$ cat src/rtl/line_scheduler.sv
// line_scheduler
//   Arbitrated sequencer that time-shares one line_drawer between queued
//   line-draw commands and full-screen clear sweeps, and drives the
//   framebuffer write enable / colour.
//
// Ports
//   clk, reset               clock, asynchronous active-high reset
//   cmd_valid / cmd_ready    command handshake into the line FIFO
//   cmd_x0..cmd_y1, cmd_color  line endpoints and colour (1 = white)
//   clear_req                level request for a full-screen clear
//   ld_start                 one-cycle restart pulse to the line_drawer
//   ld_x0..ld_y1             registered endpoints to the line_drawer
//   ld_done                  line_drawer finished the current line
//   pixel_write, pixel_color framebuffer write enable and colour
//   busy, clearing           status: not idle / clear sweep in progress
//
// state    | meaning
// ---------+---------------------------------------------------------
// IDLE     | waiting; pending clear wins over a queued command
// LOAD     | ld_start pulse for a queued line, endpoints valid
// DRAW     | writing line pixels until ld_done
// CLR_LOAD | ld_start pulse for one vertical clear column
// CLR_DRAW | writing black along the column until ld_done
module line_scheduler #(
    parameter int FIFO_DEPTH = 4,
    parameter int SCREEN_W   = 640,
    parameter int SCREEN_H   = 480,
    parameter int CW         = 11
) (
    input  logic          clk,
    input  logic          reset,
    input  logic          cmd_valid,
    output logic          cmd_ready,
    input  logic [CW-1:0] cmd_x0,
    input  logic [CW-1:0] cmd_y0,
    input  logic [CW-1:0] cmd_x1,
    input  logic [CW-1:0] cmd_y1,
    input  logic          cmd_color,
    input  logic          clear_req,
    output logic          ld_start,
    output logic [CW-1:0] ld_x0,
    output logic [CW-1:0] ld_y0,
    output logic [CW-1:0] ld_x1,
    output logic [CW-1:0] ld_y1,
    input  logic          ld_done,
    output logic          pixel_write,
    output logic          pixel_color,
    output logic          busy,
    output logic          clearing
);

    localparam int AW = (FIFO_DEPTH > 1) ? $clog2(FIFO_DEPTH) : 1;
    localparam int EW = 4 * CW + 1;
    localparam int XL = SCREEN_W - 1;
    localparam int YL = SCREEN_H - 1;
    localparam logic [CW-1:0] X_LAST   = XL[CW-1:0];
    localparam logic [CW-1:0] Y_LAST   = YL[CW-1:0];
    localparam logic [AW:0]   FULL_CNT = FIFO_DEPTH[AW:0];

    typedef enum logic [2:0] {
        S_IDLE,
        S_LOAD,
        S_DRAW,
        S_CLR_LOAD,
        S_CLR_DRAW
    } state_t;

    state_t        state_q, state_d;
    logic [EW-1:0] mem_q [FIFO_DEPTH];
    logic [AW-1:0] wr_ptr_q, wr_ptr_d;
    logic [AW-1:0] rd_ptr_q, rd_ptr_d;
    logic [AW:0]   count_q, count_d;
    logic [CW-1:0] col_q, col_d;
    logic          color_q, color_d;
    logic          clear_pend_q, clear_pend_d;
    logic [CW-1:0] ld_x0_q, ld_x0_d;
    logic [CW-1:0] ld_y0_q, ld_y0_d;
    logic [CW-1:0] ld_x1_q, ld_x1_d;
    logic [CW-1:0] ld_y1_q, ld_y1_d;
    logic          push;
    logic          pop;

    assign cmd_ready   = (count_q != FULL_CNT);
    assign push        = cmd_valid & cmd_ready;
    assign ld_start    = (state_q == S_LOAD) || (state_q == S_CLR_LOAD);
    assign pixel_write = (state_q == S_DRAW) || (state_q == S_CLR_DRAW);
    assign pixel_color = (state_q == S_DRAW) & color_q;
    assign busy        = (state_q != S_IDLE);
    assign clearing    = (state_q == S_CLR_LOAD) || (state_q == S_CLR_DRAW);
    assign ld_x0       = ld_x0_q;
    assign ld_y0       = ld_y0_q;
    assign ld_x1       = ld_x1_q;
    assign ld_y1       = ld_y1_q;

    always_comb begin
        state_d      = state_q;
        col_d        = col_q;
        color_d      = color_q;
        ld_x0_d      = ld_x0_q;
        ld_y0_d      = ld_y0_q;
        ld_x1_d      = ld_x1_q;
        ld_y1_d      = ld_y1_q;
        pop          = 1'b0;
        // Requests arriving mid-sweep are absorbed by the sweep itself.
        clear_pend_d = clear_pend_q | (clear_req & ~clearing);

        case (state_q)
            S_IDLE: begin
                if (clear_pend_q) begin
                    state_d      = S_CLR_LOAD;
                    clear_pend_d = 1'b0;
                    col_d        = '0;
                    ld_x0_d      = '0;
                    ld_x1_d      = '0;
                    ld_y0_d      = '0;
                    ld_y1_d      = Y_LAST;
                end else if (count_q != '0) begin
                    pop     = 1'b1;
                    state_d = S_LOAD;
                    {ld_x0_d, ld_y0_d, ld_x1_d, ld_y1_d, color_d} = mem_q[rd_ptr_q];
                end
            end
            S_LOAD: state_d = S_DRAW;
            S_DRAW: begin
                if (ld_done) state_d = S_IDLE;
            end
            S_CLR_LOAD: state_d = S_CLR_DRAW;
            S_CLR_DRAW: begin
                if (ld_done) begin
                    if (col_q == X_LAST) begin
                        state_d = S_IDLE;
                    end else begin
                        state_d = S_CLR_LOAD;
                        col_d   = col_q + 1'b1;
                        ld_x0_d = col_q + 1'b1;
                        ld_x1_d = col_q + 1'b1;
                        ld_y0_d = '0;
                        ld_y1_d = Y_LAST;
                    end
                end
            end
            default: state_d = S_IDLE;
        endcase

        wr_ptr_d = push ? wr_ptr_q + 1'b1 : wr_ptr_q;
        rd_ptr_d = pop  ? rd_ptr_q + 1'b1 : rd_ptr_q;
        case ({push, pop})
            2'b10:   count_d = count_q + 1'b1;
            2'b01:   count_d = count_q - 1'b1;
            default: count_d = count_q;
        endcase
    end

    always_ff @(posedge clk or posedge reset) begin
        if (reset) begin
            state_q      <= S_IDLE;
            wr_ptr_q     <= '0;
            rd_ptr_q     <= '0;
            count_q      <= '0;
            col_q        <= '0;
            color_q      <= 1'b0;
            clear_pend_q <= 1'b0;
            ld_x0_q      <= '0;
            ld_y0_q      <= '0;
            ld_x1_q      <= '0;
            ld_y1_q      <= '0;
        end else begin
            state_q      <= state_d;
            wr_ptr_q     <= wr_ptr_d;
            rd_ptr_q     <= rd_ptr_d;
            count_q      <= count_d;
            col_q        <= col_d;
            color_q      <= color_d;
            clear_pend_q <= clear_pend_d;
            ld_x0_q      <= ld_x0_d;
            ld_y0_q      <= ld_y0_d;
            ld_x1_q      <= ld_x1_d;
            ld_y1_q      <= ld_y1_d;
        end
    end

    // Storage needs no reset: entries are only read once the count covers them.
    always_ff @(posedge clk) begin
        if (push) mem_q[wr_ptr_q] <= {cmd_x0, cmd_y0, cmd_x1, cmd_y1, cmd_color};
    end

endmodule

$ cat config.mk
export PLATFORM = sky130hd
export DESIGN_NAME = line_scheduler
export DESIGN_NICKNAME = d
export VERILOG_FILES = /design/src/rtl/line_scheduler.sv
export SDC_FILE = /design/constraint.sdc
export NUM_CORES = 1
export LEC_CHECK = 0
export CORE_MARGIN = 3
export CORE_UTILIZATION = 55
export CTS_CLUSTER_SIZE = 20
export DETAILED_ROUTE_END_ITERATION = 7
export PLACE_DENSITY = 0.73
export SLEW_MARGIN = 25
export SYNTH_ARGS = -nofsm -noshare
export SYNTH_HDL_FRONTEND = slang
export SYNTH_SLANG_ARGS = --single-unit
$ cat constraint.sdc
create_clock -name clk -period 5.8 [get_ports clk]
set_clock_uncertainty 0.1 [all_clocks]
set_input_delay 1.16 -clock clk [delete_from_list [all_inputs] [get_ports clk]]
set_output_delay 1.16 -clock clk [all_outputs]
set_load 0.1 [all_outputs]
==> results of run 1 <==
==> final cells by class <==
type / instances / area [µm²] / share of cell area [%]
Clock buffer: 34 / 689 / 5.72
Multi-Input combinational cell: 260 / 2650 / 22.0
Timing Repair Buffer: 108 / 1090 / 9.05
Clock inverter: 12 / 153 / 1.27
Inverter: 27 / 101 / 0.841
Sequential cell: 247 / 7090 / 58.8
Tap cell: 225 / 282 / 2.34
==> power groups by stage <==
| stage | Combinational, µW | Sequential [µW] | Clock (µW) |
|---|---|---|---|
| finish | 3160 | 2620 | 1620 |
| global route | 3340 | 2660 | 1720 |
| CTS | 3100 | 2690 | 1650 |
| detailed placement | 3090 | 2720 | 0 |
| global placement | 3010 | 2690 | 0 |
| floorplan | 1550 | 3440 | 0 |
==> sequential cells by signal (all words and copies together), names as in the netlist <==
signal	flops
clear_pend_q	1
col_q	11
color_q	1
count_q	3
ld_x0	11
ld_x1	11
ld_y0	11
ld_y1	11
mem_q	180
rd_ptr_q	2
state_q	3
wr_ptr_q	2
==> final timing paths <==
path	from	endpoint	cells after the start
max	state_q[2]	clearing	3
max reg2reg	col_q[0]	col_q[9]	5
min	count_q[0]	count_q[0]	1
min reg2reg	count_q[0]	count_q[0]	1
max in group asynchronous	reset	rd_ptr_q[0]	3
min in group asynchronous	reset	wr_ptr_q[0]	2
==> routing by layer <==
layer	GRT usage, %	vias up
li1	-	2395
met4	4.90	0
met2	34.9	175
met5	0	-
met1	27.4	2758
met3	4.13	35
==> placed cells by master (no fill, tap or decap), types with 6 or more instances in the layout <==
cell type	Yosys	final
nor2_1	16	15
clkbuf_1	18	6
dfrtp_1	67	65
nand3_1	27	27
clkdlybuf4s50_1	0	99
o21ai_0	10	10
o31ai_1	8	8
mux2i_1	18	18
clkinv_2	0	6
edfxtp_1	180	180
clkbuf_16	0	25
ha_1	6	6
o2bb2ai_1	6	6
mux4_2	45	45
nand2_1	33	33
mux2_2	26	26
inv_1	27	26
buf_4	2	7
==> stage by stage <==
step / area, µm² / hold slack [ns]
after global routing: 12100 / 0.423
after global placement: 11200 / 0.366
after floorplan: 9950 / 0.351
after CTS: 12000 / 0.403
final: 12100 / 0.398
after detailed placement: 11200 / 0.392
==> worst max-delay path: cells and delay by family (launching register included) <==
family / cells / cell delay, ns
simple gates: 2 / 0.95
flops: 1 / 0.64
buf+inv: 1 / 1.15
==> kinds of logic (layout without fill, tap and decap cells) <==
| logic type | after synthesis | after routing |
|---|---|---|
| AO/OA/AOI/OAI | 43 | 43 |
| XOR/XNOR | 10 | 10 |
| adder cells (fa/ha/maj) | 7 | 7 |
| buffers and inverters | 57 | 181 |
| flip-flops | 247 | 247 |
| multiplexers | 93 | 93 |
| AND/OR/NAND/NOR | 107 | 107 |
==> summary.txt, run 1 <==
Logic synthesis
  • Syn. warnings: 0
  • Post-Synth Simple-Gate Area: 5.62%
  • Complex-gate fraction of the synthesized area: 3.38%
  • Synth top area cells: edfxtp_1 (54%), dfrtp_1 (17%), mux4_2 (10%)
  • FFs w/ async S/R, synth: 27.1%
  • Cell Area, Synth: 0.00995 mm²
  • Gate Count Post-Synth: 564
  • Synthesized Nets: 621
  • Distinct cells, synth: 51
  • Main combinational cell family by area after synthesis: multiplexers
  • Post-Synth Adder-Cell Area: 0.956%
  • Xor/xnor share of the synthesized area: 0.881%
  • Synth top area share: 54.3%
  • Sequential fraction of the synthesis area: 71.2%
  • Post-synth EDFFs: 180
  • Yosys top cell by area: edfxtp_1
  • Mux cell area share after synthesis: 15.5%
  • Most common cell in the netlist: edfxtp_1
  • Seq cells post-synth: 247
  • Synthesized area per cell: 17.6 µm²
  • Top cells by count, synth: edfxtp_1 (180), dfrtp_1 (67), mux4_2 (45), nand2_1 (33)
  • Synth Flop Type: edfxtp_1

Placed design
  • Final GP Congestion: 0.829
  • PortBufs: 99
  • Hpwl dp: 11900 µm
  • Worst Setup Slack post-DPL: 1.85 ns
  • DP Cell Count: 866

Floorplan
  • Starting Density: 56.9%
  • IO Pins: 100
  • Die ar.: 0.0197 mm²
  • Die height: 140 µm
  • Core Region: 0.0175 mm²
  • Row count: 48
  • Chip width: 140 µm

STA
  • Min cycle time layout: 4.52 ns
  • Final Max Slew Viols: 0
  • Max frequency: 221 MHz
  • Setup TNS Final: 0 ns
  • Final Setup Violations: 0
  • Setup ws final: 1.28 ns
  • Final period util: 77.9%
  • Least-Margin Pin Slew: 1.05 ns
  • Worst rel slew slack: 30.1%
  • RSZ-0062 raised after global routing: false
  • Final Hold Viols: 0

Worst hold path
  • Hold Path Class: reg2reg

Clock network
  • Clk slew on worst S/H paths: 0.06 ns
  • Setup bufs post-CTS: 0
  • CTS tree: yes
  • TritonCTS Buffers: 25
  • Number of H-tree levels: 1
  • CTS Root Cell: clkbuf_16
  • CTS max path bufs: 3
  • Clock Sinks: 247
  • CTS Hold Bufs: 0
  • Worst-Skew Late Latency: 0.52 ns
  • Post-CTS sizing: 0

Power
  • Total power: 7390 µW
  • Comb pwr share: 42.7%
  • Sw Pwr: 2980 µW
  • Switching part of the total: 40.3%
  • Register share of total power: 35.4%
  • PD cells: 613 mW/mm²
  • Max rail drop VDD: 711 µV
  • Clock power share: 21.9%
  • Leakage: 0.00446 µW
  • Pint: 4420 µW

Setup path
  • Setup crit end kind: primary output
  • Startpoint Class: register
  • Critical-path top delay cell: clkdlybuf4s50_1
  • CP peak stage delay: 1.15 ns
  • Cells along the critical path: or3b_2, nand2_1, clkdlybuf4s50_1
  • Setup CP Type: reg2out
  • Max FO, Critical Path: 26
  • Worst EP required: 4.54 ns
  • R2R Setup Slk: 2.78 ns
  • Worst EP arrival: 3.26 ns

Global routing
  • GRT Total Usage: 20.4%
  • Vias in the first global route: 5752
  • First-pass GRT wire length: 31600 µm
  • Largest net degree at the start of global routing: 52
  • Initial antenna violation count: 0
  • Grt ovf: 0

Detailed routing
  • WL met3: 1210 µm
  • Vias per Instance: 5.87
  • Pre-antenna DRT Iters: 5
  • DR iter-0 viols: 472
  • Antenna viol nets, final: 0
  • DRC errors left: 0
  • WL final: 19800 µm
  • WL met2: 10100 µm
  • Metal-1 WL: 8070 µm
  • Uppermost routed layer: met4
  • Vias post-DR: 5363
  • WL per Instance: 21.7 µm

Cells and area
  • Proportion of layout cells with a drive suffix above 1: 20.5%
  • Layout area overhead: 21.2%
  • Antenna fix cells: 0
  • Fillers: 1112
  • Fin cells: 913
  • Fin nets: 726
  • Fin util: 69.0%

Run status
  • Status: completed

Flow run
  • Max cap viols: 0
Note: power is estimated with default switching activity, not from simulation.
==> inputs of run 2 (changes only) <==
==> constraint.sdc (replaced) <==
create_clock -name clk -period 4.3 [get_ports clk]
set_clock_uncertainty 0.1 [all_clocks]
set_input_delay 0.86 -clock clk [delete_from_list [all_inputs] [get_ports clk]]
set_output_delay 0.86 -clock clk [all_outputs]
set_load 0.1 [all_outputs]
==> run 2 against run 1 <==
Clock-buffer cell count grew 2. Utilization shrank 0.28 points. Worst setup slack lost 0.60 ns. Total power grew 33%. Critical endpoint is now busy. Largest power group unchanged.
==> summary.txt, run 2 (synthesis gave the netlist of run 1 again) <==
Floorplan
  • Starting Density: 56.9%
  • IO Pins: 100
  • Die ar.: 0.0197 mm²
  • Row count: 48
  • Chip width: 140 µm
  • Die height: 140 µm
  • Core Region: 0.0175 mm²

Cells and area
  • Fin nets: 728
  • Fin cells: 916
  • Proportion of layout cells with a drive suffix above 1: 20.7%
  • Most common cell after layout, fill and taps aside: edfxtp_1
  • Commonest non-fill, non-tap cells in the layout: edfxtp_1 (180), clkdlybuf4s50_1 (97), dfrtp_1 (65), mux4_2 (45), nand2_1 (33)
  • Reg with most FFs: mem_q
  • Antenna fix cells: 0
  • Layout area overhead: 20.7%
  • Max reg flops: 180

Setup path
  • Startpoint Class: register
  • Setup CP Type: reg2out
  • Setup crit end kind: primary output
  • R2r startpoint: col_q[0]
  • Worst EP arrival: 2.65 ns
  • Worst EP required: 3.34 ns
  • Max FO, Critical Path: 14
  • Crit path launch: state_q[2]

Detailed routing
  • DRC errors left: 0
  • Vias post-DR: 5462
  • Antenna viol nets, final: 0
  • WL per Instance: 21.8 µm
  • Vias per Instance: 5.96
  • Pre-antenna DRT Iters: 5
  • DR iter-0 viols: 380
  • WL final: 20000 µm

Clock network
  • Worst-Skew Late Latency: 0.52 ns
  • Clock Sinks: 247
  • CTS tree: yes
  • CTS Hold Bufs: 0
  • Clk slew on worst S/H paths: 0.06 ns
  • Post-CTS sizing: 0
  • TritonCTS Buffers: 26
  • CTS max path bufs: 3
  • Setup bufs post-CTS: 0
  • Number of H-tree levels: 1
  • CTS Root Cell: clkbuf_16

Global routing
  • Largest net degree at the start of global routing: 48
  • Grt ovf: 0
  • Initial antenna violation count: 0
  • GRT Total Usage: 20.9%
  • First-pass GRT wire length: 32400 µm
  • Vias in the first global route: 5792

Worst hold path
  • Hold Path Class: reg2reg
  • HP Start: count_q[0]

STA
  • Worst rel slew slack: 30.5%
  • Least-Margin Pin Slew: 1.04 ns
  • Final period util: 84.0%
  • Max frequency: 277 MHz
  • Final Hold Viols: 0
  • Min cycle time layout: 3.61 ns
  • RSZ-0062 raised after global routing: false
  • Setup TNS Final: 0 ns
  • Final Max Slew Viols: 0
  • Final Setup Violations: 0

Power
  • Max rail drop VDD: 805 µV
  • Leakage: 0.00444 µW
  • Total power: 9840 µW
  • PD cells: 819 mW/mm²

Placed design
  • Hpwl dp: 12500 µm
  • Final GP Congestion: 0.829
  • DP Cell Count: 867
  • PortBufs: 99

Run status
  • Status: completed

Flow run
  • Max cap viols: 0
run 2: area by class of cell:
class | instances | area, µm²
Sequential cell | 247 | 7090
Tap cell | 225 | 282
Clock buffer | 36 | 718
Multi-Input combinational cell | 260 | 2650
Clock inverter | 12 | 92.6
Inverter | 27 | 101
Fill cell | 1103 | 5470
Timing Repair Buffer | 109 | 1070
run 2: worst max-delay path: stages, from the launching register on:
cell and delay [ns]:
dfrtp_1 0.55, nor3_1 0.53, inv_1 0.08, clkdlybuf4s50_1 0.98
run 2: report_power, final:
group | total, µW | internal, µW | switching [µW]
sequential | 3610 | 3200 | 414
clock | 2080 | 1230 | 858
combinational | 4140 | 1410 | 2730
run 2: final timing paths:
check                        endpoint  slack (ns)  depth (start not counted)
max                              busy        0.69                          3
min                        count_q[0]        0.39                          1
max reg2reg                  ld_y0[4]        1.35                          6
min reg2reg                count_q[0]        0.39                          1
max in group asynchronous    ld_x1[2]        2.72                          3
min in group asynchronous    ld_x1[1]        0.59                          2
run 2: stage by stage:
| stage | hold slack (ns) | setup slack [ns] | cell area [µm²] | util, % |
|---|---|---|---|---|
| 2_1_floorplan | 0.351 | 0.454 | 9950 | - |
| 3_3_place_gp | 0.367 | 0.838 | 11200 | 63.9 |
| 3_5_place_dp | 0.390 | 0.863 | 11200 | 63.9 |
| 4_1_cts | 0.400 | 0.686 | 12000 | 68.6 |
| 5_1_grt | 0.423 | 0.563 | 12000 | 68.7 |
| 6_report | 0.389 | 0.686 | 12000 | 68.7 |
run 2: metal layers:
layer | wire length (µm) | part of all wire, % | vias up | global-route usage [%]
li1 | - | - | 2411 | -
met1 | 8300 | 42 | 2858 | 29.1
met3 | 1180 | 5.9 | 30 | 4.10
met5 | 0 | 0 | - | 0
met2 | 10200 | 51 | 163 | 35.1
met4 | 352 | 1.8 | 0 | 4.33
==> inputs of run 3 (changes only) <==
--- a/config.mk
+++ b/config.mk
@@ -6,10 +6,10 @@
 export NUM_CORES = 1
 export LEC_CHECK = 0
 export CORE_MARGIN = 3
-export CORE_UTILIZATION = 55
+export CORE_UTILIZATION = 51
 export CTS_CLUSTER_SIZE = 20
 export DETAILED_ROUTE_END_ITERATION = 7
-export PLACE_DENSITY = 0.73
+export PLACE_DENSITY = 0.72
 export SLEW_MARGIN = 25
 export SYNTH_ARGS = -nofsm -noshare
 export SYNTH_HDL_FRONTEND = slang
==> constraint.sdc (replaced) <==
create_clock -name clk -period 2.98 [get_ports clk]
set_clock_uncertainty 0.1 [all_clocks]
set_input_delay 0.596 -clock clk [delete_from_list [all_inputs] [get_ports clk]]
set_output_delay 0.596 -clock clk [all_outputs]
set_load 0.1 [all_outputs]
==> run 3 against run 2 <==
Worst setup slack got worse by 0.54 ns. Clock-buffer cell count up 5. Largest power group unchanged. Global-route usage down 1.9 points. Critical endpoint is now clearing.
==> summary.txt, run 3 (synthesis gave the netlist of run 1 again) <==
Setup path
  • Crit path to: clearing
  • Setup crit end kind: primary output
  • Startpoint Class: register
  • Worst EP arrival: 2.14 ns
  • Crit path launch: state_q[2]
  • Worst EP required: 2.28 ns
  • Critical path depth in cells: 3
  • Reg-to-Reg End: col_q[9]
  • Cells on worst reg2reg path: 4
  • CP peak stage delay: 0.64 ns
  • Critical-path top delay cell: dfrtp_1
  • R2R Setup Slk: 0.25 ns
  • Cells along the critical path: or3b_4, nand2_1, buf_12
  • Max FO, Critical Path: 26
  • Top cell family by delay on the critical path: simple AND/OR/NAND/NOR gates
  • R2r startpoint: col_q[7]
  • CP bufs+invs: 1
  • Setup CP Type: reg2out

Floorplan
  • IO Pins: 100
  • Die height: 146 µm
  • Chip width: 146 µm
  • Die ar.: 0.0212 mm²
  • Core Region: 0.0190 mm²
  • Starting Density: 52.5%
  • Row count: 50

Flow run
  • Max cap viols: 0

Cells and area
  • Commonest non-fill, non-tap cells in the layout: edfxtp_1 (180), dfrtp_1 (65), buf_4 (65), clkdlybuf4s50_1 (49), mux4_2 (45)
  • Max reg flops: 180
  • Reg with most FFs: mem_q
  • Antenna fix cells: 0
  • Fin nets: 739
  • Proportion of layout cells with a drive suffix above 1: 29.3%
  • Most common cell after layout, fill and taps aside: edfxtp_1
  • Layout area overhead: 22.1%

Run status
  • Status: completed

Placed design
  • Hpwl dp: 12500 µm
  • PortBufs: 99
  • Final GP Congestion: 0.897
  • Worst Setup Slack post-DPL: 0.295 ns

Clock network
  • Clk slew on worst S/H paths: 0.06 ns
  • CTS Root Cell: clkbuf_16
  • Setup bufs post-CTS: 0
  • CTS max path bufs: 3
  • Number of H-tree levels: 1
  • TritonCTS Buffers: 26
  • Worst-Skew Late Latency: 0.51 ns
  • Clock Sinks: 247
  • CTS tree: yes

STA
  • Final Max Slew Viols: 0
  • Final period util: 95.0%
  • Final Setup Violations: 0
  • Min cycle time layout: 2.83 ns
  • Final Hold Viols: 0
  • RSZ-0062 raised after global routing: false
  • Final hold slack: 0.378 ns
  • Worst rel slew slack: 51.1%
  • Setup TNS Final: 0 ns
  • Least-Margin Pin Slew: 0.734 ns
  • Max frequency: 353 MHz
  • Setup ws final: 0.148 ns

Global routing
  • Largest net degree at the start of global routing: 46
  • Grt met2 use: 32.2%
  • Grt met3 use: 3.74%
  • Busiest grt layer: met2
  • Grt met1 use: 25.6%
  • Vias in the first global route: 5769
  • GRT Total Usage: 19.0%
  • First-pass GRT wire length: 32000 µm
  • Grt ovf: 0
  • Initial antenna violation count: 1

Power
  • Leakage: 0.00461 µW
  • Max rail drop VDD: 1140 µV
  • PD cells: 1190 mW/mm²

Detailed routing
  • Vias per Instance: 5.66
  • Pre-antenna DRT Iters: 5
  • WL per Instance: 20.7 µm
  • Vias post-DR: 5446
  • WL final: 20000 µm
  • Antenna viol nets, final: 0
  • DRC errors left: 0
  • DR iter-0 viols: 412

Worst hold path
  • Hold Path Class: in2async
[run 3: cell count changes in the layout (fill, tap and decap cells not counted), sizes merged]
cell and delta:
buf +59, clkdlybuf4s50 -48, clkinv -6, clkbuf +5, bufinv +1
[run 3: worst reg2reg max path, delay by kind of cell, from the launching register on]
kind | cells | cell delay, ns
DFF | 1 | 0.45
muxes | 1 | 0.41
and+or+nand+nor | 2 | 1.05
AOI/OAI and AO/OA | 1 | 0.60
[run 3: where the power goes]
| part | total (µW) | internal [µW] | switching (µW) |
|---|---|---|---|
| logic | 6050 | 2070 | 3970 |
| registers | 5190 | 4610 | 577 |
| clock network | 3230 | 1990 | 1240 |
| total | 14500 | 8670 | 5790 |
[run 3: per-layer routing]
layer | up-vias | routed length, µm
li1 | 2431 | -
met1 | 2794 | 8260
met2 | 187 | 10000
met3 | 32 | 1250
met4 | 2 | 398
met5 | - | 13
[run 3: what timing repair did]
| action | 4_1_cts | 5_1_grt |
|---|---|---|
| hold buffers | 0 | 0 |
| endpoints found under the setup margin | 1 | 0 |
| gates resized for setup | 1 | 0 |
[run 3: worst min-delay path by stage]
stage / from / endpoint
2_1_floorplan: count_q[0] / count_q[0]
3_3_place_gp: count_q[0] / count_q[0]
3_5_place_dp: count_q[0] / count_q[0]
4_1_cts: count_q[0] / count_q[0]
5_1_grt: reset / ld_y1[10]
6_report: reset / ld_y1[10]
[run 3: final cells by class]
cell class | count | area, µm²
Clock buffer | 41 | 790
Clock inverter | 7 | 85.1
Fill cell | 1306 | 6810
Inverter | 27 | 101
Multi-Input combinational cell | 260 | 2660
Sequential cell | 247 | 7090
Tap cell | 260 | 325
Timing Repair Buffer | 120 | 1100
[run 3: metrics by stage]
| step | cell area, µm² | cells | util [%] | total power (µW) |
|---|---|---|---|---|
| 6_report | 12100 | 962 | 64.1 | 14500 |
| 5_1_grt | 12100 | 962 | 64.1 | 15100 |
| 4_1_cts | 12100 | 962 | 64.1 | 14600 |
| 3_5_place_dp | 11300 | 914 | 59.4 | 11400 |
| 3_3_place_gp | 11300 | 914 | 59.4 | 11200 |
| 2_1_floorplan | 9960 | 564 | - | 9740 |
